===== config.mk =====
export PLATFORM = sky130hd
export DESIGN_NAME = muacm_tx_framer
export DESIGN_NICKNAME = d
export VERILOG_FILES = /design/src/rtl/muacm_tx_framer.sv
export SDC_FILE = /design/constraint.sdc
export NUM_CORES = 1
export LEC_CHECK = 0
export CORE_ASPECT_RATIO = 1.2
export CORE_MARGIN = 2
export CORE_UTILIZATION = 60
export DETAILED_ROUTE_END_ITERATION = 6
export HOLD_SLACK_MARGIN = 0.02
export PLACE_DENSITY = 0.76
export SLEW_MARGIN = 20
export SYNTH_ARGS = -nofsm -noshare
export SYNTH_HDL_FRONTEND = slang
export SYNTH_SLANG_ARGS = --single-unit

===== constraint.sdc =====
create_clock -name clk -period 4.6 [get_ports clk]
set_input_delay 0.46 -clock clk [delete_from_list [all_inputs] [get_ports clk]]
set_output_delay 0.46 -clock clk [all_outputs]
set_load 0.005 [all_outputs]

===== src/rtl/muacm_tx_framer.sv =====
// Byte-stream framer feeding the muacm IN pipe.
// FWFT FIFO with packet tagging and idle flush generation.
module muacm_tx_framer #(
    parameter int          LOG2_DEPTH = 4,
    parameter int          MAX_PKT    = 64,
    parameter bit          DELIM_EN   = 1'b1,
    parameter logic [7:0]  DELIM      = 8'h0a,
    parameter int          TIMEOUT    = 4800
) (
    input  logic                  clk,
    input  logic                  rst_n,
    input  logic [7:0]            s_data,
    input  logic                  s_valid,
    output logic                  s_ready,
    output logic [7:0]            in_data,
    output logic                  in_last,
    output logic                  in_valid,
    input  logic                  in_ready,
    output logic                  in_flush_now,
    output logic                  in_flush_time,
    output logic [LOG2_DEPTH:0]   level
);

    localparam int DEPTH = 1 << LOG2_DEPTH;
    localparam int LW    = LOG2_DEPTH + 1;
    localparam int TW    = (TIMEOUT > 2) ? $clog2(TIMEOUT) : 1;
    localparam logic [TW-1:0] TMAX = TW'((TIMEOUT > 0) ? TIMEOUT - 1 : 0);
    localparam logic [6:0]    WMAX = 7'(MAX_PKT - 1);

    logic [7:0]            mem [DEPTH];
    logic [DEPTH-1:0]      lmem;
    logic [LOG2_DEPTH-1:0] wptr;
    logic [LOG2_DEPTH-1:0] rptr;
    logic [LW-1:0]         lvl;
    logic [6:0]            wcnt;
    logic [TW-1:0]         idle;
    logic                  run;
    logic                  pend;
    logic                  flush_q;

    logic full, empty, wr, rd, wlast, idle_on, fire;

    assign full    = (lvl == LW'(DEPTH));
    assign empty   = (lvl == '0);
    assign s_ready = run && !full;
    assign wr      = s_valid && s_ready;
    assign in_valid = !empty;
    assign rd      = in_valid && in_ready;
    assign in_data = empty ? 8'h00 : mem[rptr];
    assign in_last = !empty && lmem[rptr];
    assign wlast   = (DELIM_EN && (s_data == DELIM)) || (wcnt == WMAX);

    // Idle timer only runs while a packet is left open with nothing queued
    assign idle_on = (TIMEOUT != 0) && empty && pend;
    assign fire    = idle_on && !wr && (idle == TMAX);

    assign in_flush_now  = flush_q;
    assign in_flush_time = empty;
    assign level         = lvl;

    always_ff @(posedge clk) begin
        if (wr) begin
            mem[wptr] <= s_data;
        end
    end

    always_ff @(posedge clk or negedge rst_n) begin
        if (!rst_n) begin
            run     <= 1'b0;
            lmem    <= '0;
            wptr    <= '0;
            rptr    <= '0;
            lvl     <= '0;
            wcnt    <= '0;
            idle    <= '0;
            pend    <= 1'b0;
            flush_q <= 1'b0;
        end else begin
            run <= 1'b1;
            if (wr) begin
                wptr       <= wptr + 1'b1;
                lmem[wptr] <= wlast;
                wcnt       <= wlast ? 7'd0 : wcnt + 7'd1;
            end
            if (rd) begin
                rptr <= rptr + 1'b1;
            end
            if (wr && !rd) begin
                lvl <= lvl + 1'b1;
            end else if (rd && !wr) begin
                lvl <= lvl - 1'b1;
            end
            flush_q <= fire;
            if (fire || !idle_on || wr) begin
                idle <= '0;
            end else begin
                idle <= idle + 1'b1;
            end
            if (TIMEOUT == 0) begin
                pend <= 1'b0;
            end else if (rd) begin
                pend <= !in_last;
            end else if (fire) begin
                pend <= 1'b0;
            end
        end
    end

endmodule


Word level (Yosys, flattened, before mapping) --
Memories as Yosys holds them, arrays and structs flattened. Cells that the tools add are included.
Storage, ports and cells: memory bits (read-only) 0, bits in registers 52, RAM bits 128, bits in latches 0, output and inout port bits 18, memories kept 1, word-level logic and storage cells 59
Memory list:
- mem | depth 16, width 8, read ports 1, clocked after memory_dff 0, wr ports 1, line 30 | logic [7:0] mem [DEPTH];
Operators by class: shift operators 0, $lt $le $gt $ge 3, add/subtract/negate cells 6, muxes and demuxes 14, divide/modulo/power cells 0, reduce and logical (&&, ||, !) cells 22, bitwise gates (word level) 0, eq/ne operators 4, $mul 0
Operator list (count):
- 16-bit bitwise mux | 1
- 13-bit by 1-bit adder with 13-bit output, second input constant | 1
- 13-bit equality test, second input constant | 1
- 13-bit two-way mux | 1
- 1-bit logical AND | 10
- 4-bit by 5-bit < comparator with 1-bit output, second input constant | 2
- 5-bit two-way mux | 2
- 4-bit by 1-bit adder with 4-bit output, second input constant | 2
- 8-bit by 4-bit equality test with 1-bit output, second input constant | 1
- 8-bit two-way mux | 1
- 7-bit by 1-bit adder with 7-bit output, second input constant | 1
- 7-bit by 6-bit equality test with 1-bit output, second input constant | 1
- 7-bit two-way mux | 1
- 1-bit zero test | 6
- 1-bit two-way mux | 6
- 5-bit by 1-bit adder with 5-bit output, second input constant | 1
- 5-bit equality test, second input constant | 1
- 5-bit zero test | 1
- 5-bit by 1-bit subtractor with 5-bit output, second input constant | 1
- 1-bit binary-select mux with 4-bit select | 1
- 1-bit demux with 4-bit select | 1
- 4-bit by 1-bit greater-or-equal comparator with 1-bit output, second input constant | 1
- 2-bit nonzero test | 2
- 1-bit logical OR | 3

Longest topological paths before layout --
depth in word-level cells 10, mapped depth 11, depth with buffers taken out 10

Least setup slack after synthesis --
OpenSTA, ideal clock, no wires.
path kind reg-to-reg, from register lvl[0] (netlist: level[0]), to register lvl[4] (netlist: level[4]), setup slack 1.763 ns, clock period less this slack 2.837 ns, arrival time 2.757 ns, stages on the path, launching flop included 12, path buffers 1, cells stage by stage dfrtp_1 -> or4_4 -> o211ai_4 -> inv_4 -> buf_6 -> ha_1 -> inv_1 -> ha_1 -> a21o_1 -> a21oi_1 -> mux2i_1 -> xnor2_1
On the way: longest elaborated chain between the ends 7
Ends and longest elaborated chain:
- start, declared | line 34 | logic [LW-1:0] lvl;
- start signal, assigned | line 89 | lvl <= lvl + 1'b1;
- start signal, assigned | line 91 | lvl <= lvl - 1'b1;
- 5-bit equality test * | line 43 | assign full = (lvl == LW'(DEPTH));
- 1-bit zero test * | line 45 | assign s_ready = run && !full;
- 1-bit logical AND * | line 45
- 1-bit logical AND * | line 46 | assign wr = s_valid && s_ready;
- via wr | line 41 | logic full, empty, wr, rd, wlast, idle_on, fire;
- 1-bit zero test | line 90 | end else if (rd && !wr) begin
- 1-bit logical AND | line 90
- 2-bit nonzero test (no line)
Mark *: on every way through the listed nets, which the timed path passes. The rest lies on a longest branch. The select of a mux whose other input is x is not followed. A chain may end at the register's enable or synchronous reset.

Worst setup path in the final report --
from register rptr[0], to output port in_data[5]
On the way: longest elaborated chain between the ends 2
Ends and longest elaborated chain:
- start, declared | line 33 | logic [LOG2_DEPTH-1:0] rptr;
- start signal, assigned | line 86 | rptr <= rptr + 1'b1;
- memory 16 x 8 bit
- 8-bit two-way mux | line 49 | assign in_data = empty ? 8'h00 : mem[rptr];
- end, declared | line 15 | output logic [7:0] in_data,
Every way passes these cells.

==> flow_summary.json <==
{
  "cts_resized": 0,
  "cts_hold_buf": 0,
  "leakage_nw": 3.27,
  "drc": 0,
  "crit_fanout": 24,
  "min_period_ns": 3.36,
  "total_power_mw": 4.86,
  "setup_slack_ns": 1.24,
  "grt_pass1_vias": 4225,
  "timing.fmax_ghz": 0.297,
  "dieArea_um2": 13800,
  "clockBufferDepth": 2,
  "cap_violations": 0,
  "fin_cells": 663,
  "globalRoute.totalOverflow": 0,
  "place_congestion": 0.775,
  "fin_tns_setup_ns": 0,
  "die_w_um": 108,
  "synthArstFlopShare": 0.289,
  "required_ns": 4.14,
  "cpMaxStageDelayCell": "dfrtp_2",
  "post_dp_cell_area_um2": 8120,
  "cts_tree": "yes",
  "cts_htree_levels": 4,
  "synth.area.top_cells": "edfxtp_1 50%, dfrtp_1 17%, mux4_2 11%, mux2i_1 2.6%, ha_1 1.8%",
  "fin_crit_sh": 0.731,
  "vias_per_cell": 6.02,
  "dpl.hpwl_um": 9660,
  "slowest_delay_ns": 0.86,
  "rows": 45,
  "post_drt_wl_per_cell_um": 21.9,
  "avgSynthCellArea_um2": 17.0,
  "cts-root-buf": "clkbuf_16",
  "yosysTopAreaCellShare": 0.498,
  "clock_sinks": 180,
  "synth_most_common_cell": "edfxtp_1",
  "syn_inst": 454,
  "antenna_found_initial": 0,
  "place_inst": 631,
  "ys_types": 58,
  "insertion_delay_ns": 0.43,
  "diodes": 0,
  "vias": 3994,
  "synthFlopType": "edfxtp_1",
  "criticalPathCategory": "flop to output pin",
  "clock_skew_ns": 0.00876,
  "seqCellArea_um2": 5150,
  "cts.clk_slew.worst_paths_ns": 0.06,
  "postCtsSetupBuffers": 0,
  "cts_buffers": 17,
  "slew_headroom": 0.490,
  "track_usage": 0.234,
  "end_kind": "output pin",
  "drt_first_pass_iters": 5,
  "rsz0062_at_grt": "false",
  "seq_area_frac_synth": 0.667,
  "power_density_nw_per_um2": 558,
  "worstMarginPinSlew_ns": 0.765,
  "cp_num_buf_inv": 2,
  "routed_wl_um": 14500,
  "pre_cts_slack_ns": 1.57,
  "initial_core_util": 0.612,
  "fill_cells": 841,
  "ys_warn_count": 0,
  "slew_viol_final": 0,
  "critPathArrivalTime_ns": 2.90,
  "die_y_um": 128,
  "start_kind": "flop",
  "synth_nets": 478,
  "cp_cell_sequence": "buf_4, mux4_2, mux2i_1, o22ai_1, clkdlybuf4s50_1",
  "finalHoldViolCount": 0,
  "synth.ff_latch_count": 180,
  "hold_class": "input port to async pin",
  "drive_gt1_frac": 0.226,
  "fin_area_um2": 8710,
  "drtIter0Drc": 284,
  "setup-violations-final": 0,
  "synth_top_area_cell": "edfxtp_1",
  "ant_nets": 0,
  "grt_pass1_wl_um": 23400,
  "area_growth_syn_to_layout_pct": 12.8,
  "path_delay_family": "flip-flops",
  "synth_edf_count": 128,
  "ir_drop_mv": 0.351,
  "place.port_buffers": 29,
  "grt_max_degree": 53,
  "multi_input_area_um2": 2340,
  "outcome": "finished, final reports clean",
  "num_io_pins": 30,
  "coreArea_um2": 12600,
  "synthTopCellsByCount": "128 x edfxtp_1, 52 x dfrtp_1, 36 x mux4_2, 25 x inv_1, 20 x mux2i_1",
  "synth_area_um2": 7710,
  "nets": 510
}
## placed cells by master, fill, tap and decap left out, types with 2 or more instances in the layout
| cell type | count |
|---|---|
| mux2_4 | 7 |
| inv_1 | 25 |
| and2b_2 | 2 |
| o21ai_1 | 3 |
| and2_1 | 2 |
| clkinv_4 | 3 |
| clkbuf_8 | 2 |
| nor2_1 | 19 |
| nor2b_1 | 2 |
| a21oi_1 | 4 |
| o21ai_0 | 3 |
| mux2_2 | 7 |
| nand3_1 | 10 |
| mux4_2 | 36 |
| clkinvlp_4 | 3 |
| xor2_1 | 7 |
| o22ai_1 | 9 |
| nand4_1 | 10 |
| buf_4 | 5 |
| a21boi_0 | 2 |
| bufinv_16 | 2 |
| clkbuf_16 | 17 |
| nand2_1 | 11 |
| nor3_1 | 4 |
| a31o_2 | 2 |
| and3_1 | 4 |
| nand3_2 | 10 |
| mux2_1 | 5 |
| edfxtp_1 | 128 |
| clkinv_2 | 5 |
| clkdlybuf4s50_1 | 28 |
| ha_1 | 11 |
| dfrtp_1 | 51 |
| xnor2_1 | 12 |
| a22o_1 | 3 |
| mux2i_1 | 20 |
## per-layer routing
| layer | wire length (um) | vias up | share of wire | track usage |
|---|---|---|---|---|
| met5 | 0 | - | 0 | 0 |
| met4 | 146 | 0 | 0.010 | 0.0807 |
| met3 | 711 | 12 | 0.049 | 0.0559 |
| li1 | - | 1802 | - | - |
| met1 | 5860 | 2066 | 0.40 | 0.292 |
| met2 | 7830 | 114 | 0.54 | 0.403 |
## kinds of logic (layout without fill, tap and decap cells)
| kind of cell | count (synthesis) | count (layout) | synth area share |
|---|---|---|---|
| compound gates | 35 | 35 | 0.0328 |
| other cells | 1 | 1 | 0.000486 |
| mux | 75 | 75 | 0.162 |
| flops | 180 | 180 | 0.667 |
| fa+ha+maj | 12 | 12 | 0.0204 |
| buf+inv | 47 | 92 | 0.0292 |
| xor+xnor | 19 | 19 | 0.0216 |
| simple gates | 85 | 85 | 0.0665 |
## worst reg2reg max path, delay by kind of cell, from the launching register on
family	cells	cell delay, ns
buf+inv	2	0.34
xor+xnor	1	0.13
flops	1	0.47
mux	1	0.23
compound gates	3	0.63
fa+ha+maj	2	0.56
simple gates	1	0.60
## path summary, 6_finish.rpt
check / slack, ns / to / startpoint / cells past startpoint
setup / recovery: 1.24 / in_data[5] / rptr[0] / 5
hold reg to reg: 0.46 / idle[0] / idle[0] / 1
setup reg to reg: 1.57 / level[4] / level[0] / 10
max in group asynchronous: 3.95 / rptr[0] / rst_n / 2
hold / removal: 0.14 / idle[2] / rst_n / 2
min in group clk: 0.46 / idle[0] / idle[0] / 1
## registers in the layout, indices dropped and copies added (netlist names)
name,flops
rptr,4
lmem,16
run,1
wcnt,7
pend,1
mem,128
idle,13
level,5
in_flush_now,1
wptr,4
## report_power, final
| part | total [mW] | switching [mW] | leakage, nW | internal (mW) |
|---|---|---|---|---|
| combinational | 1.35 | 0.613 | 1.16 | 0.734 |
| sequential | 2.10 | 0.210 | 1.83 | 1.89 |
| clock | 1.42 | 0.591 | 0.284 | 0.824 |
## stage by stage
| step | hold slack, ns | utilization |
|---|---|---|
| after global placement | 0.445 | 0.644 |
| after detailed placement | 0.456 | 0.644 |
| after global routing | 0.213 | 0.690 |
| after floorplan | 0.164 | - |
| final | 0.141 | 0.690 |
| after CTS | 0.164 | 0.690 |
## cell type report
type | instances | area share
multi-input cells | 227 | 0.269
flip-flops and latches | 180 | 0.591
clock inverters | 13 | 0.0154
repair buffers | 34 | 0.0371
well taps | 164 | 0.0236
inverters | 26 | 0.0115
clock buffers | 19 | 0.0520
Note: power is estimated with default switching activity, not from simulation.
